<file path="config.mk">
export PLATFORM = sky130hd
export DESIGN_NAME = fetch_stage
export DESIGN_NICKNAME = d
export VERILOG_FILES = /design/src/rtl/fetch_stage.sv
export SDC_FILE = /design/constraint.sdc
export NUM_CORES = 1
export LEC_CHECK = 0
export CAP_MARGIN = 20
export CORE_MARGIN = 1.5
export CORE_UTILIZATION = 50
export CTS_CLUSTER_SIZE = 20
export DETAILED_ROUTE_END_ITERATION = 8
export HOLD_SLACK_MARGIN = 0.08
export PLACE_DENSITY = 0.7
export SYNTH_ARGS = -nofsm -noshare
export SYNTH_HDL_FRONTEND = slang
export SYNTH_SLANG_ARGS = --single-unit
</file>
<file path="constraint.sdc">
create_clock -name clk -period 13.9 [get_ports clk]
set_input_delay 1.39 -clock clk [delete_from_list [all_inputs] [get_ports clk]]
set_output_delay 1.39 -clock clk [all_outputs]
set_load 0.02 [all_outputs]
</file>
<file path="src/rtl/fetch_stage.sv">
// fetch_stage: RISC-V instruction fetch with the IF/ID pipeline register.
// It keeps up to two imem requests in flight and buffers returns in a 2-entry
// prefetch queue. It presents at most one instruction per cycle to decode.
//
// Ports
//   clk, reset            core clock, async active-high reset
//   StallF, StallD        hazard unit: stop issue / hold IF/ID
//   FlushD                IF/ID becomes a bubble
//   PCSrcE, PCTargetE     redirect from execute
//   imem_req/addr/ready   request channel (accepted on req & ready)
//   imem_rvalid/rdata     in-order response channel
//   InstrD, PCD, PCPlus4D, ValidD   IF/ID register
//   MisalignD             only with FETCH_MISALIGN_EN
//
// Optional feature macro: FETCH_MISALIGN_EN. When it is defined, a redirect to
// a non-word-aligned target parks fetch. It then reports a single MisalignD
// marker. When it is undefined, the low target bits are ignored.
module fetch_stage #(
  parameter logic [31:0] RESET_PC = 32'h0000_0000,
  parameter logic [31:0] NOP      = 32'h0000_0013
) (
  input  logic        clk,
  input  logic        reset,
  input  logic        StallF,
  input  logic        StallD,
  input  logic        FlushD,
  input  logic        PCSrcE,
  input  logic [31:0] PCTargetE,
  output logic        imem_req,
  output logic [31:0] imem_addr,
  input  logic        imem_ready,
  input  logic        imem_rvalid,
  input  logic [31:0] imem_rdata,
  output logic [31:0] InstrD,
  output logic [31:0] PCD,
  output logic [31:0] PCPlus4D,
  output logic        ValidD
`ifdef FETCH_MISALIGN_EN
  ,
  output logic        MisalignD
`endif
);

  logic [31:0]      pcf;
  logic [1:0]       outst, drop;          // in-flight requests / how many of them to discard
  logic [1:0][31:0] rq_pc;                // PCs of live (non-dropped) requests, [0] oldest
  logic [1:0]       rq_cnt;
  logic [1:0][31:0] q_pc, q_ins;          // prefetch queue, [0] is head
  logic [1:0]       q_cnt;

  logic [1:0][31:0] rq_pc_n, q_pc_n, q_ins_n;
  logic [1:0]       rq_cnt_n, q_cnt_n, outst_n;
  logic [2:0]       occ;
  logic [31:0]      target;
  logic             fetch_en, accept, rsp, rsp_keep, load_ok, pop, bypass, push, mis_fire;

`ifdef FETCH_MISALIGN_EN
  assign target = PCTargetE;
`else
  logic unused_tgt_lsb;
  assign unused_tgt_lsb = ^PCTargetE[1:0];
  assign target = {PCTargetE[31:2], 2'b00};
`endif

  // Occupancy counts in-flight requests, including those that will be dropped.
  // The queue therefore can never overflow.
  assign occ       = {1'b0, outst} + {1'b0, q_cnt};
  assign imem_req  = !reset && !StallF && !PCSrcE && (occ < 3'd2) && fetch_en;
  assign imem_addr = pcf;
  assign accept    = imem_req && imem_ready;
  // Ignore stray rvalid when nothing is in flight.
  assign rsp       = imem_rvalid && (outst != 2'd0);
  assign rsp_keep  = rsp && (drop == 2'd0) && !PCSrcE;
  assign load_ok   = !StallD && !FlushD && !PCSrcE;
  assign pop       = load_ok && (q_cnt != 2'd0);
  assign bypass    = load_ok && (q_cnt == 2'd0) && rsp_keep;
  assign push      = rsp_keep && !bypass;

  always_comb begin
    q_pc_n  = q_pc;
    q_ins_n = q_ins;
    q_cnt_n = q_cnt;
    if (pop) begin
      q_pc_n[0]  = q_pc[1];
      q_ins_n[0] = q_ins[1];
      q_cnt_n    = q_cnt - 2'd1;
    end
    // After a pop, at most one entry remains when pushing, so bit 0 is enough.
    if (push) begin
      q_pc_n[q_cnt_n[0]]  = rq_pc[0];
      q_ins_n[q_cnt_n[0]] = imem_rdata;
      q_cnt_n             = q_cnt_n + 2'd1;
    end
  end

  always_comb begin
    rq_pc_n  = rq_pc;
    rq_cnt_n = rq_cnt;
    if (rsp_keep) begin
      rq_pc_n[0] = rq_pc[1];
      rq_cnt_n   = rq_cnt - 2'd1;
    end
    if (accept) begin
      rq_pc_n[rq_cnt_n[0]] = pcf;
      rq_cnt_n             = rq_cnt_n + 2'd1;
    end
  end

  assign outst_n = outst + {1'b0, accept} - {1'b0, rsp};

  // PC, request tracking, prefetch queue
  always_ff @(posedge clk or posedge reset) begin
    if (reset) begin
      pcf    <= RESET_PC;
      outst  <= 2'd0;
      drop   <= 2'd0;
      rq_pc  <= '0;
      rq_cnt <= 2'd0;
      q_pc   <= '0;
      q_ins  <= '0;
      q_cnt  <= 2'd0;
    end else if (PCSrcE) begin
      // Everything still in flight becomes stale. A response in this cycle
      // retires one of them.
      pcf    <= target;
      rq_cnt <= 2'd0;
      q_cnt  <= 2'd0;
      outst  <= outst - {1'b0, rsp};
      drop   <= outst - {1'b0, rsp};
    end else begin
      if (accept) pcf <= pcf + 32'd4;
      outst  <= outst_n;
      rq_pc  <= rq_pc_n;
      rq_cnt <= rq_cnt_n;
      q_pc   <= q_pc_n;
      q_ins  <= q_ins_n;
      q_cnt  <= q_cnt_n;
      if (rsp && (drop != 2'd0)) drop <= drop - 2'd1;
    end
  end

  // IF/ID register. A bubble keeps PCD/PCPlus4D unchanged.
  always_ff @(posedge clk or posedge reset) begin
    if (reset) begin
      InstrD   <= NOP;
      PCD      <= RESET_PC;
      PCPlus4D <= RESET_PC + 32'd4;
      ValidD   <= 1'b0;
    end else if (PCSrcE || FlushD) begin
      InstrD <= NOP;
      ValidD <= 1'b0;
    end else if (!StallD) begin
      if (q_cnt != 2'd0) begin
        InstrD   <= q_ins[0];
        PCD      <= q_pc[0];
        PCPlus4D <= q_pc[0] + 32'd4;
        ValidD   <= 1'b1;
      end else if (rsp_keep) begin
        InstrD   <= imem_rdata;
        PCD      <= rq_pc[0];
        PCPlus4D <= rq_pc[0] + 32'd4;
        ValidD   <= 1'b1;
      end else if (mis_fire) begin
        InstrD   <= NOP;
        PCD      <= pcf;
        PCPlus4D <= pcf + 32'd4;
        ValidD   <= 1'b1;
      end else begin
        InstrD <= NOP;
        ValidD <= 1'b0;
      end
    end
  end

`ifdef FETCH_MISALIGN_EN
  // halt parks issue after a misaligned redirect. mis_pend emits one marker
  // after the stale responses have drained.
  logic halt, mis_pend;
  assign fetch_en = !halt;
  assign mis_fire = mis_pend && (drop == 2'd0) && (q_cnt == 2'd0) && !rsp_keep;

  always_ff @(posedge clk or posedge reset) begin
    if (reset) begin
      halt      <= 1'b0;
      mis_pend  <= 1'b0;
      MisalignD <= 1'b0;
    end else if (PCSrcE) begin
      halt      <= |PCTargetE[1:0];
      mis_pend  <= |PCTargetE[1:0];
      MisalignD <= 1'b0;
    end else if (FlushD) begin
      MisalignD <= 1'b0;
    end else if (!StallD) begin
      MisalignD <= mis_fire;
      if (mis_fire) mis_pend <= 1'b0;
    end
  end
`else
  assign fetch_en = 1'b1;
  assign mis_fire = 1'b0;
`endif

endmodule
</file>
After elaboration in Yosys (flattened, before gate mapping)
Cells that the tools add are included.

cells by class
  $add $sub $neg = 12
  order comparisons = 5
  equal/unequal tests = 1
  mux-type cells = 36
  bitwise gates (word level) = 3
  reduce and logical (&&, ||, !) cells = 34

operators by type and width
  operator                                            count
  2-to-1 mux 32 bit                                   18
  bitwise mux 64 bit                                  3
  adder 32 x 3 -> 32 bit, second input constant       3
  demux 32 bit (select 1 bit)                         2
  2-to-1 mux 2 bit                                    9
  logical AND 1 bit                                   16
  nonzero test 2 bit                                  6
  zero test 1 bit                                     6
  subtractor 2 x 1 -> 2 bit, second input constant    3
  adder 2 x 1 -> 2 bit, second input constant         2
  zero test 2 bit                                     2
  < comparator 1 x 2 -> 1 bit, second input constant  2
  2-to-1 mux 1 bit                                    4
  AND reduction 2 bit                                 2
  subtractor 2 x 1 -> 2 bit                           2
  adder 2 x 2 -> 3 bit                                1
  < comparator 3 x 2 -> 1 bit, second input constant  1
  inverter 1 bit                                      3
  AND reduction 3 bit                                 1
  adder 2 x 1 -> 2 bit                                1
  >= comparator 1 bit, second input constant          2
  != test 2 x 1 -> 1 bit, second input constant       1
  logical OR 1 bit                                    1

word-level totals
  bits in registers = 329
  input port bits = 72
  output and inout bits = 130

Depth between registers and ports, before layout
  word-level depth = 11
  depth in mapped cells = 15
  mapped depth without buffers = 12

Least setup slack after synthesis
OpenSTA, ideal clock, no wires.

  kind = input port to output port
  start = in PCSrcE
  end = out imem_req
  arrival time = 2.384 ns
  slack = 10.126 ns
  stages on the path = 4
  buffers on the path = 3
  path through = buf_1 -> clkbuf_1 -> buf_1 -> nor2b_1

between the ends
  word-level cells in the longest chain between the ends = 3

RTL lines
  item                            RTL line  RTL
  start, declared                 27        input logic PCSrcE,
  zero test 1 bit                 68        assign imem_req = !reset && !StallF && !PCSrcE && (occ < 3'd2) && fetch_en;
  logical AND 1 bit (2 in a row)  68
  end, declared                   29        output logic imem_req,

No other way between the ends.

Final worst setup path
  start = in reset
  end = out imem_req

between the ends
  word-level cells in the longest chain between the ends = 4

RTL lines
  item                            RTL line  RTL
  start, declared                 23        input logic reset,
  zero test 1 bit (no line)       -
  logical AND 1 bit (3 in a row)  68

No other way between the ends.

==> reports/qor.csv <==
metric,value,unit
status,"finished, final reports clean",
wirelength,34900,um
ys.flop_type,dfrtp_1,
fin_skew,0.0108,ns
worstSetupStartpointType,primary input,
synthArstFlopShare,1.00,
r2r_slack,9.88,ns
clock_sinks,322,
drv_slew,0,
final_layout_size_suffix_gt1_frac,0.119,
path_clk_slew,0.05,ns
fin_crit_sh,0.319,
finalSetupTns,0,ns
maxClockFrequency,225,MHz
die_area,30600,um^2
ctsHtreeMaxLevel,2,
min_path_cells,2,
holdBufCountCts,0,
p_leak,0.00807,uW
avgSynthCellArea,10.8,um^2
slew_headroom,0.356,
drc,0,
reg2reg_to,rq_pc[54]$_DFFE_PP0P_,
antenna_found_initial,0,
min_delay_worst_endpoint,PCD[29]$_DFFE_PP0P_,
cts_buffers,36,
final_nets,1609,
hp-class,reg -> reg,
synth-edff-count,0,
root_buffer,clkbuf_16,
stdcell_area,18100,um^2
power_density,197,nW/um^2
vias,10991,
seq_area_frac_synth,0.546,
post_drt_via_cell_ratio,5.67,
antenna_left,0,
r2r.worst_path.cells,8,
start_util,0.512,
grt_setup_unrepaired,no,
io_pins,202,
rr_startpoint,q_cnt[0]$_DFF_PP0_,
cp.arrival,3.05,ns
worst_ep_required_time,12.51,ns
track_usage,0.230,
insertedDiodeCount,0,
cts_setup_buffers,0,
ys_ff_latch,322,
cp-end-kind,output pin,
layout_min_cycle_time,4.44,ns
fp.coreArea,28900,um^2
ctsResizeCount,0,
first_global_vias,10687,
hp-start,PCD[29]$_DFFE_PP0P_,
drv_cap,0,
die_w,175,um
place_hpwl,22700,um
fin_util,0.629,
cts_buffer_depth,3,
syn_area,14800,um^2
insertion_delay,0.51,ns
drt-initial-drc-count,856,
synth_cell_types,70,
grt_max_degree,127,
yosysWarningCount,0,
synth_cells,1367,
cts_tree,done,
setup_viol,0,
finalHoldViolCount,0,
drt-pass1-iter-count,7,
grt-ovfl-total,0,
grt_pass1_wl,57100,um
worstPathMaxFanout,2,
place_area,17000,um^2
irDropWorstVdd,83.4,uV
worst_slew_pin_slew,0.965,ns
timing_worst_setup_path_type,in -> out,
fp.dieH,175,um
wl_per_cell,18.0,um
port_buffers,197,
area_delta_synth_final,22.9,%
gp_congestion,0.816,
rows,62,
==> how the worst max path moves through the flow <==
stage	slack, ns	start	end	cells after the start
after CTS	9.43	reset	imem_req	4
after global routing	9.34	reset	rq_pc[51]$_DFFE_PP0P_	6
after floorplan	3.60	reset	InstrD[10]$_DFFE_PP0P_	1
final	9.46	reset	imem_req	4
after detailed placement	9.01	reset	rq_pc[49]$_DFFE_PP0P_	6
after global placement	8.99	reset	rq_pc[47]$_DFFE_PP0P_	6
==> per-layer routing <==
layer	GRT usage	routed length, um	share of wire
met1	0.356	17000	0.49
met2	0.341	15400	0.44
met3	0.0339	1850	0.053
met4	0.0566	542	0.016
met5	0	0	0
==> per-stage QoR <==
step	instances	total power, uW	hold WS (ns)	setup slack, ns
2_1_floorplan	1368	2200	0.459	3.60
3_3_place_gp	1875	2590	0.462	8.99
3_5_place_dp	1875	2650	0.466	9.01
4_1_cts	1938	3600	0.480	9.43
5_1_grt	1938	3790	0.491	9.34
6_report	1938	3570	0.477	9.46
==> kinds of logic (layout without fill, tap and decap cells) <==
group / count (synthesis) / count (layout) / synth area share
muxes: 194 / 194 / 0.140
adders and majority gates: 8 / 8 / 0.00728
other: 1 / 2 / 0.000254
AOI/OAI and AO/OA: 285 / 285 / 0.128
DFF: 322 / 322 / 0.546
buffers and inverters: 139 / 325 / 0.0409
and+or+nand+nor: 391 / 391 / 0.122
xor gates and xnor gates: 27 / 27 / 0.0160
==> cell type report <==
type                    count  area, um^2
well taps                 384         480
inverters                  49         191
clock buffers              57        1080
repair buffers            213        2090
fillers                  2343       10700
flip-flops and latches    322        8060
multi-input cells         907        6160
clock inverters             6        85.1
==> cells in the final DEF (no fill, tap or decap), types with 6 or more instances in the layout <==
master           instances
dfrtp_1                318
clkdlybuf4s50_1        196
nand2_1                176
o21ai_0                132
mux2i_1                 97
mux2_2                  91
nor2_1                  89
inv_1                   47
clkbuf_16               37
o22ai_1                 33
nand3_1                 32
a222oi_1                29
xnor2_1                 22
nand4_1                 22
buf_4                   16
clkbuf_1                12
a21oi_1                 11
o31ai_1                  9
nor4_1                   8
a31oi_1                  8
nor2b_1                  8
nor3_1                   8
a221o_1                  8
clkbuf_8                 8
nand4b_1                 7
or3_1                    7
o311ai_0                 7
mux2_1                   6
o21a_1                   6
ha_1                     6
==> cell usage after synthesis (3+ instances only) <==
cell	instances	area [um^2]
nand3b_1	3	22.5
nor4_1	8	50.1
a21o_1	3	22.5
buf_2	30	150
clkbuf_1	45	169
buf_4	8	60.1
mux2_1	6	67.6
nor3_1	10	50.1
o31a_1	4	35.0
buf_1	5	18.8
o31ai_1	9	67.6
xor2_1	5	43.8
or3_1	7	43.8
nand4b_1	7	61.3
o311ai_0	7	61.3
and3_1	5	31.3
nand2_1	176	661
a221o_1	8	80.1
dfrtp_1	318	7960
a21oi_1	11	55.1
and2_1	3	18.8
a22oi_1	3	22.5
o22ai_1	34	213
o211ai_1	5	37.5
mux2_2	91	1020
a222oi_1	29	290
nand3_1	32	160
a31oi_1	8	50.1
nor2_1	90	338
dfstp_2	4	105
nand4_1	22	138
nor2b_1	8	50.1
o21ai_1	6	30.0
ha_1	7	87.6
o21ai_0	132	661
mux2i_1	97	971
nand2b_1	5	31.3
xnor2_1	22	193
o21a_1	6	45.0
inv_1	48	180
and4_1	3	26.3
==> registers in the layout, indices dropped and copies added (netlist names), 30 cells and up <==
register   cells
InstrD        32
PCPlus4D      30
imem_addr     30
q_pc          64
rq_pc         62
q_ins         64
PCD           32
==> worst max-delay path, stage by stage <==
cell	delay (ns)
clkdlybuf4s50_1	0.51
nor4_1	0.35
nor2b_1	0.17
clkdlybuf4s50_1	0.62
==> power by group <==
part           internal, uW  switching [uW]
Combinational           518             557
Clock                   569             365
Sequential             1280             285
Total                  2360            1210
Note: power is estimated with default switching activity, not from simulation.
